--- src/rtl/router_pkt_src.sv ---
// router_pkt_src
//   Packet source feeding the 1x3 router input port. A one-cycle request
//   (dest, len, seed) becomes a framed packet:
//     header {len, dest}, len payload bytes (seed, seed+1, ...) and an
//     even-parity byte (XOR of header and payload). Router back-pressure
//     (busy) holds the current byte. After each parity byte, GAP idle
//     cycles are inserted before the next request can be accepted.
//
//   Parameters:
//     GAP       idle cycles after each parity byte (0..15)
//   Ports:
//     clock     rising-edge clock
//     resetn    asynchronous active-low reset
//     start     request strobe, sampled only while ready=1
//     dest[1:0] destination port 0..2 (3 is rejected)
//     len[5:0]  payload length 1..63 (0 is rejected)
//     seed[7:0] first payload byte
//     busy      router back-pressure; holds the current byte
//     data_out  byte to router data_in (registered)
//     pkt_valid high for header/payload, low for parity (registered)
//     ready     high only in IDLE (decoded from the state register)
//     done      one-cycle pulse after the parity byte transfers
//     reject    one-cycle pulse after an illegal request
//     pkt_count completed packets, wraps at 16 bits
module router_pkt_src #(
  parameter int unsigned GAP = 2
) (
  input  logic        clock,
  input  logic        resetn,
  input  logic        start,
  input  logic [1:0]  dest,
  input  logic [5:0]  len,
  input  logic [7:0]  seed,
  input  logic        busy,
  output logic [7:0]  data_out,
  output logic        pkt_valid,
  output logic        ready,
  output logic        done,
  output logic        reject,
  output logic [15:0] pkt_count
);

  localparam logic [2:0] S_IDLE    = 3'd0;
  localparam logic [2:0] S_HEADER  = 3'd1;
  localparam logic [2:0] S_PAYLOAD = 3'd2;
  localparam logic [2:0] S_PARITY  = 3'd3;
  localparam logic [2:0] S_GAP     = 3'd4;

  localparam logic [3:0] GAP_LAST = (GAP > 0) ? 4'(GAP - 1) : 4'd0;

  logic [2:0] state;
  logic [5:0] remaining;
  logic [7:0] next_byte;
  logic [7:0] parity;
  logic [3:0] gap_cnt;

  logic       req_legal;
  logic [7:0] header;

  assign req_legal = (dest != 2'd3) && (len != 6'd0);
  assign header    = {len, dest};
  assign ready     = (state == S_IDLE);

  always_ff @(posedge clock or negedge resetn) begin
    if (!resetn) begin
      state     <= S_IDLE;
      remaining <= '0;
      next_byte <= '0;
      parity    <= '0;
      gap_cnt   <= '0;
      data_out  <= '0;
      pkt_valid <= 1'b0;
      done      <= 1'b0;
      reject    <= 1'b0;
      pkt_count <= '0;
    end else begin
      done   <= 1'b0;
      reject <= 1'b0;
      case (state)
        S_IDLE: begin
          if (start) begin
            if (req_legal) begin
              // Header is driven straight from the request so it is on the
              // bus in the cycle after acceptance.
              state     <= S_HEADER;
              remaining <= len;
              next_byte <= seed;
              parity    <= header;
              data_out  <= header;
              pkt_valid <= 1'b1;
            end else begin
              reject <= 1'b1;
            end
          end
        end
        S_HEADER: begin
          if (!busy) begin
            state     <= S_PAYLOAD;
            data_out  <= next_byte;
            pkt_valid <= 1'b1;
          end
        end
        S_PAYLOAD: begin
          if (!busy) begin
            parity    <= parity ^ next_byte;
            next_byte <= next_byte + 8'd1;
            remaining <= remaining - 6'd1;
            if (remaining == 6'd1) begin
              // Parity register not yet updated this edge, so fold in the
              // byte being transferred when presenting it.
              state     <= S_PARITY;
              data_out  <= parity ^ next_byte;
              pkt_valid <= 1'b0;
            end else begin
              data_out  <= next_byte + 8'd1;
              pkt_valid <= 1'b1;
            end
          end
        end
        S_PARITY: begin
          if (!busy) begin
            done      <= 1'b1;
            pkt_count <= pkt_count + 16'd1;
            data_out  <= '0;
            pkt_valid <= 1'b0;
            gap_cnt   <= '0;
            state     <= (GAP > 0) ? S_GAP : S_IDLE;
          end
        end
        S_GAP: begin
          // Gap length is independent of busy.
          if (gap_cnt == GAP_LAST) begin
            state   <= S_IDLE;
            gap_cnt <= '0;
          end else begin
            gap_cnt <= gap_cnt + 4'd1;
          end
        end
        default: begin
          state     <= S_IDLE;
          data_out  <= '0;
          pkt_valid <= 1'b0;
        end
      endcase
    end
  end

endmodule

--- config.mk ---
export PLATFORM = sky130hd
export DESIGN_NAME = router_pkt_src
export DESIGN_NICKNAME = d
export VERILOG_FILES = /design/src/rtl/router_pkt_src.sv
export SDC_FILE = /design/constraint.sdc
export NUM_CORES = 1
export LEC_CHECK = 0
export ABC_AREA = 1
export CORE_MARGIN = 3
export CORE_UTILIZATION = 55
export CTS_CLUSTER_DIAMETER = 60
export DETAILED_ROUTE_END_ITERATION = 10
export GPL_ROUTABILITY_DRIVEN = 0
export PLACE_DENSITY = 0.8
export SETUP_SLACK_MARGIN = 0.02
export SLEW_MARGIN = 5
export SYNTH_ARGS = -nofsm -noshare
export SYNTH_HDL_FRONTEND = slang
export SYNTH_SLANG_ARGS = --single-unit
--- constraint.sdc ---
create_clock -name clock -period 1.8 [get_ports clock]
set_clock_uncertainty 0.15 [all_clocks]
set_input_delay 0.36 -clock clock [delete_from_list [all_inputs] [get_ports clock]]
set_output_delay 0.36 -clock clock [all_outputs]
set_load 0.005 [all_outputs]
==> flow_summary.json <==
{
  "fillers": 402,
  "syn-num-nets": 520,
  "p_comb_share_pct": 60.5,
  "post-route-period-util_pct": 99.2,
  "antenna_found_initial": 0,
  "hold_class": "flip-flop to flip-flop",
  "die_area_mm2": 0.00718,
  "crit_arrival_ns": 1.90,
  "num_rows": 28,
  "p_clk_share_pct": 11.6,
  "tightest_slew_ns": 0.325,
  "pre_cts_slack_ns": -0.176,
  "synth_xor_area_share_pct": 5.65,
  "report.final.slew_viol_count": 0,
  "vias": 3744,
  "ant_nets": 0,
  "wl_per_cell_um": 15.4,
  "syn_avg_cell_area_um2": 6.90,
  "h-tree-depth": 2,
  "cts-root-buf": "clkbuf_8",
  "synth-edff-count": 0,
  "avgViaCountPerCell": 5.63,
  "synth_cell_types": 27,
  "grt_pass1_wl_um": 15400,
  "coreArea_mm2": 0.00596,
  "finalWorstSetupSlack_ns": 0.0150,
  "synth_compound_area_share_pct": 6.02,
  "synthAdderAreaFrac_pct": 2.20,
  "p_sw_share_pct": 44.7,
  "fin_crit_ns": 1.78,
  "dpl.hpwl_um": 6460,
  "outcome": "finished clean",
  "gr-total-overflow": 0,
  "syn_inst": 494,
  "drt_iter0_drc": 399,
  "p_int_uw": 4340,
  "synthMuxAreaShare_pct": 0,
  "p_per_area_mw_per_mm2": 1700,
  "drive_gt1_share_pct": 14.9,
  "max_cap_violations": 0,
  "vdd_drop_max_uv": 930,
  "syn_area_mm2": 0.00341,
  "critPathMaxFanout": 6,
  "fp.dieH_um": 84.7,
  "diodes": 0,
  "cp.required_ns": 1.91,
  "yosys-top-cells-count": "nand2_1, dfrtp_1, inv_1, nor2_1, o21ai_0",
  "initial_utilization_pct": 57.2,
  "final-hold-violation-count": 0,
  "yosys_warnings": 0,
  "final_cell_area_mm2": 0.00462,
  "port_buffers": 47,
  "grt_pass1_vias": 3375,
  "cp-end-kind": "flip-flop",
  "relSlewSlack_pct": 78.3,
  "clock_latency_ns": 0.31,
  "netlist.top_cell.by_area": "dfrtp_1",
  "nets": 615,
  "ys.flop_type": "dfrtp_1",
  "synth_area_leaders": "dfrtp_1, nand2_1, inv_1",
  "place_area_mm2": 0.00416,
  "placedCellCount": 633,
  "synth-seq-cells": 56,
  "grt_usage_pct": 26.2,
  "fmax_mhz": 560,
  "p_sw_uw": 3520,
  "r2r_slack_ns": 0.02,
  "wl_um": 10200,
  "ios": 48,
  "grt_max_degree": 57,
  "criticalPathCategory": "flip-flop to flip-flop",
  "cts_buffer_depth": 2,
  "cts.sinks": 56,
  "synth_top_area_share_pct": 41.1,
  "setup_viol_count_final": 0,
  "synth_top_family_by_area": "simple AND/OR/NAND/NOR gates",
  "synth-seq-area-share_pct": 41.1,
  "ys_async_sr_fraction_pct": 100,
  "numCtsBuffers": 5,
  "cts_tree": "yes",
  "start_kind": "flip-flop",
  "rsz0062_at_grt": "yes",
  "clkTransAtPathRegs_ns": 0.10,
  "fp.dieW_um": 84.7,
  "first_pass_iters": 6,
  "drc": 0,
  "synth.most_common_cell": "nand2_1",
  "p_total_uw": 7860,
  "p_leak_uw": 0.00249,
  "layout-area-overhead-vs-synth_pct": 35.6,
  "hold_slack_ns": 0.349,
  "yosys.area_share.simple_pct": 37.5,
  "fin_cells": 665,
  "p_seq_share_pct": 27.9
}
[cells by family after synthesis]
group / count (synthesis)
AO/OA/AOI/OAI: 39
XOR/XNOR: 22
adder cells (fa/ha/maj): 6
buffers and inverters: 61
flip-flops: 56
AND/OR/NAND/NOR: 310
[sequential cells by signal (all words and copies together) (netlist names)]
signal     count
remaining      6
next_byte      8
done           1
pkt_valid      1
state          3
pkt_count     16
data_out       8
reject         1
parity         8
gap_cnt        4
[cell type report]
cell class / count / area, um2 / area share (%)
flip-flops and latches: 56 / 1410 / 30.4
clock inverters: 1 / 30.0 / 0.650
well taps: 75 / 93.8 / 2.03
inverters: 48 / 183 / 3.95
repair buffers: 101 / 998 / 21.6
multi-input cells: 377 / 1810 / 39.3
clock buffers: 7 / 96.3 / 2.08
[metrics by stage]
| step | setup TNS, ns | util, % |
|---|---|---|
| 3_3_place_gp | -4.37 | 69.8 |
| 6_report | 0 | 77.6 |
| 4_1_cts | 0 | 73.1 |
| 2_1_floorplan | 0 | - |
| 5_1_grt | -0.245 | 77.6 |
| 3_5_place_dp | -5.55 | 69.8 |
[placed cells by master, fill, tap and decap left out, drive strengths merged, types with 4 or more instances in the layout]
| cell type | n |
|---|---|
| buf | 51 |
| o21ai | 31 |
| ha | 6 |
| clkdlybuf4s50 | 41 |
| xor2 | 15 |
| dlymetal6s2s | 4 |
| inv | 48 |
| xnor2 | 7 |
| nand3 | 26 |
| nand4 | 7 |
| nor3 | 5 |
| a21oi | 4 |
| clkbuf | 11 |
| nor2 | 37 |
| nand2 | 234 |
| dfrtp | 56 |
[path summary, 6_finish.rpt]
kind                                         start                       end  cells after the start
max                           state[1]$_DFFE_PN0P_   data_out[5]$_DFFE_PN0P_                      9
min                        data_out[3]$_DFFE_PN0P_   data_out[3]$_DFFE_PN0P_                      2
min reg2reg                data_out[3]$_DFFE_PN0P_   data_out[3]$_DFFE_PN0P_                      2
max reg2reg                   state[1]$_DFFE_PN0P_   data_out[5]$_DFFE_PN0P_                      9
min in group asynchronous                   resetn  remaining[5]$_DFFE_PN0P_                      3
max in group asynchronous                   resetn  pkt_count[9]$_DFFE_PN0P_                      3
[power groups by stage]
stage / Clock [uW] / Sequential (uW) / Combinational, uW
after floorplan: 0 / 2110 / 2430
after global placement: 0 / 2200 / 3660
after detailed placement: 0 / 2230 / 3810
after CTS: 918 / 2180 / 3960
after global routing: 953 / 2250 / 5180
final: 910 / 2190 / 4750
[routing by layer]
| layer | wire length [um] | GRT usage, % | part of all wire (%) |
|---|---|---|---|
| met2 | 5090 | 46.2 | 50 |
| met5 | 0 | 0 | 0 |
| met3 | 864 | 3.14 | 8.4 |
| met4 | 411 | 7.77 | 4.0 |
| met1 | 3880 | 33.8 | 38 |
[worst max-delay path, cell delays in order, from the launching register on]
cell	delay, ns
dfrtp_2	0.42
buf_4	0.17
nor2_1	0.15
buf_4	0.18
nand2_1	0.16
o21ai_0	0.24
inv_1	0.07
nand2_1	0.08
nand2_1	0.05
nand2_1	0.05
[timing repair]
| item | CTS | global route |
|---|---|---|
| pin swaps | 1 | 10 |
| gates resized for setup | 5 | 34 |
| setup endpoints to repair | 7 | 44 |
| buffers inserted | 8 | 11 |
| endpoints found under the hold margin | 56 | 0 |
| gates cloned | 0 | 4 |
| hold buffers | 1 | 0 |
(Power assumes the default switching activity.)
==> variant, RTL diff (config.mk and constraints unchanged) <==
Reset style: synchronous (`resetn`), changed in one clocked block. Comments in the files are not updated.
--- a/src/rtl/router_pkt_src.sv
+++ b/src/rtl/router_pkt_src.sv
@@ -61,7 +61,7 @@
   assign header    = {len, dest};
   assign ready     = (state == S_IDLE);
 
-  always_ff @(posedge clock or negedge resetn) begin
+  always_ff @(posedge clock) begin
     if (!resetn) begin
       state     <= S_IDLE;
       remaining <= '0;
Behaviour: differs if resetn is asserted again (counterexample within 4 cycles, from zero or initial values and one cycle with resetn low); with resetn held inactive, the same outputs for 4 cycles.
==> variant against the original RTL <==
  * Routed wire length is 10% lower
  * Total power fell by 26%
  * Design area decreased by 6.8%
  * Setup slack improved by 0.050 ns
  * Global-route usage decreased by 0.80 points
  * Area after synthesis is 4.2% lower
  * Sequential cell count unchanged
  * Sequential share of layout area decreased by 3.7 points
  * Via count fell by 3.3%
  * Critical path type unchanged
  * Largest power group unchanged
==> variant: results (changes against the original RTL) <==
| Metric | Value |
|---|---|
| Outcome | finished clean |
| GRT Total Usage | 25.44% (-0.80 points) |
| Syn_nets | 544 (+4.6%) |
| Most frequent cells after synthesis | nand2_1 (153), dfxtp_1 (56), nor2_1 (56), inv_1 (51), a21oi_1 (48) |
| Buffers on Ports | 47 (unchanged) |
| Ranking of synthesized cells by area | dfxtp_1 (34%), nand2_1 (18%), a21oi_1 (7.4%), nor2_1 (6.4%), o21ai_0 (6.1%) |
| Layout cells sized above 1 | 15.97% (+1.1 points) |
| Post-DP HPWL | 6499 um (+0.66%) |
| P_comb | 3.31 mW (-30%) |
| Max incr delay on CP | 0.37 ns (-0.05 ns) |
| Pin count of the biggest net entering global routing | 22 (-61%) |
| Clk_lat worst skew | 0.31 ns (about the same) |
| Sequential fraction of the synthesis area | 34.32% (-6.8 points) |
| Hold Crit Endpoint | data_out[5] |
| LEAKAGE | 1.830 nW (-27%) |
| Switching part of the total | 44.67% (-0.070 points) |
| Dpl ws | -0.2275 ns (-0.05155 ns) |
| Setup slack, reg-to-reg | 0.07 ns (+0.05 ns) |
| Min Hold Slack | 0.3210 ns (-0.02779 ns) |
| Vias per Instance | 5.426 (-3.6%) |
| Placed Cells | 652 (+3.0%) |
| Critical path's slowest cell | dfxtp_4 |
| FF-to-FF path depth | 11 (+2) |
| DR iter-0 viols | 276 (-31%) |
| Placed inst area | 4048 um2 (-2.6%) |
| WL final | 9223 um (-10%) |
| First-pass GRT wire length | 14900 um (-3.2%) |
| Worst vdd ir | 955.9 uV (+2.8%) |
| Hold Crit Start | data_out[5] |
| Vias in the first global route | 3318 (-1.7%) |
| Distinct cell type count after synthesis | 32 (+19%) |
| Worst r2r dst | data_out[7] |
| Non-filler cells, final | 667 (+0.30%) |
| Fmax | 0.5764 GHz (+2.9%) |
| Rel. slew slack | 74.63% (-3.7 points) |
| Ys flop type | dfxtp_1 |
| Async SR Flop Fraction | 0% (-100 points) |
| Final nets | 620 (+0.81%) |
| Pre-antenna DRT Iters | 5 (-1) |
| Flop pwr share | 31.2% (+3.3 points) |
## variant: what timing repair did
item / 4_1_cts / 5_1_grt
setup endpoints to repair: 8 / 38
gates resized for setup: 12 / 38
hold endpoints to repair: 0 / 0
setup buffers: 2 / 6
pin swaps: 0 / 6
hold buffers: 0 / 0
## variant: layout make-up
class	count	area [um2]
multi-input cells	387	1899
fillers	449	1335
flip-flops and latches	56	1151
repair buffers	87	855.8
inverters	57	221.5
well taps	72	90.09
clock buffers	6	72.57
clock inverters	2	16.27
## variant: logic make-up after synthesis
kind of cell,Yosys count,share of synthesized area [%]
and+or+nand+nor,263,33.93
AOI/OAI and AO/OA,105,16.66
buffers and inverters,75,9.307
DFF,56,34.32
xor gates and xnor gates,13,3.485
adders and majority gates,6,2.298
## variant: routing by layer
metal,track usage [%],share of wire [%]
met1,35.77,47
met2,38.99,46
met3,5.159,5.7
met4,8.172,2.0
met5,0,0
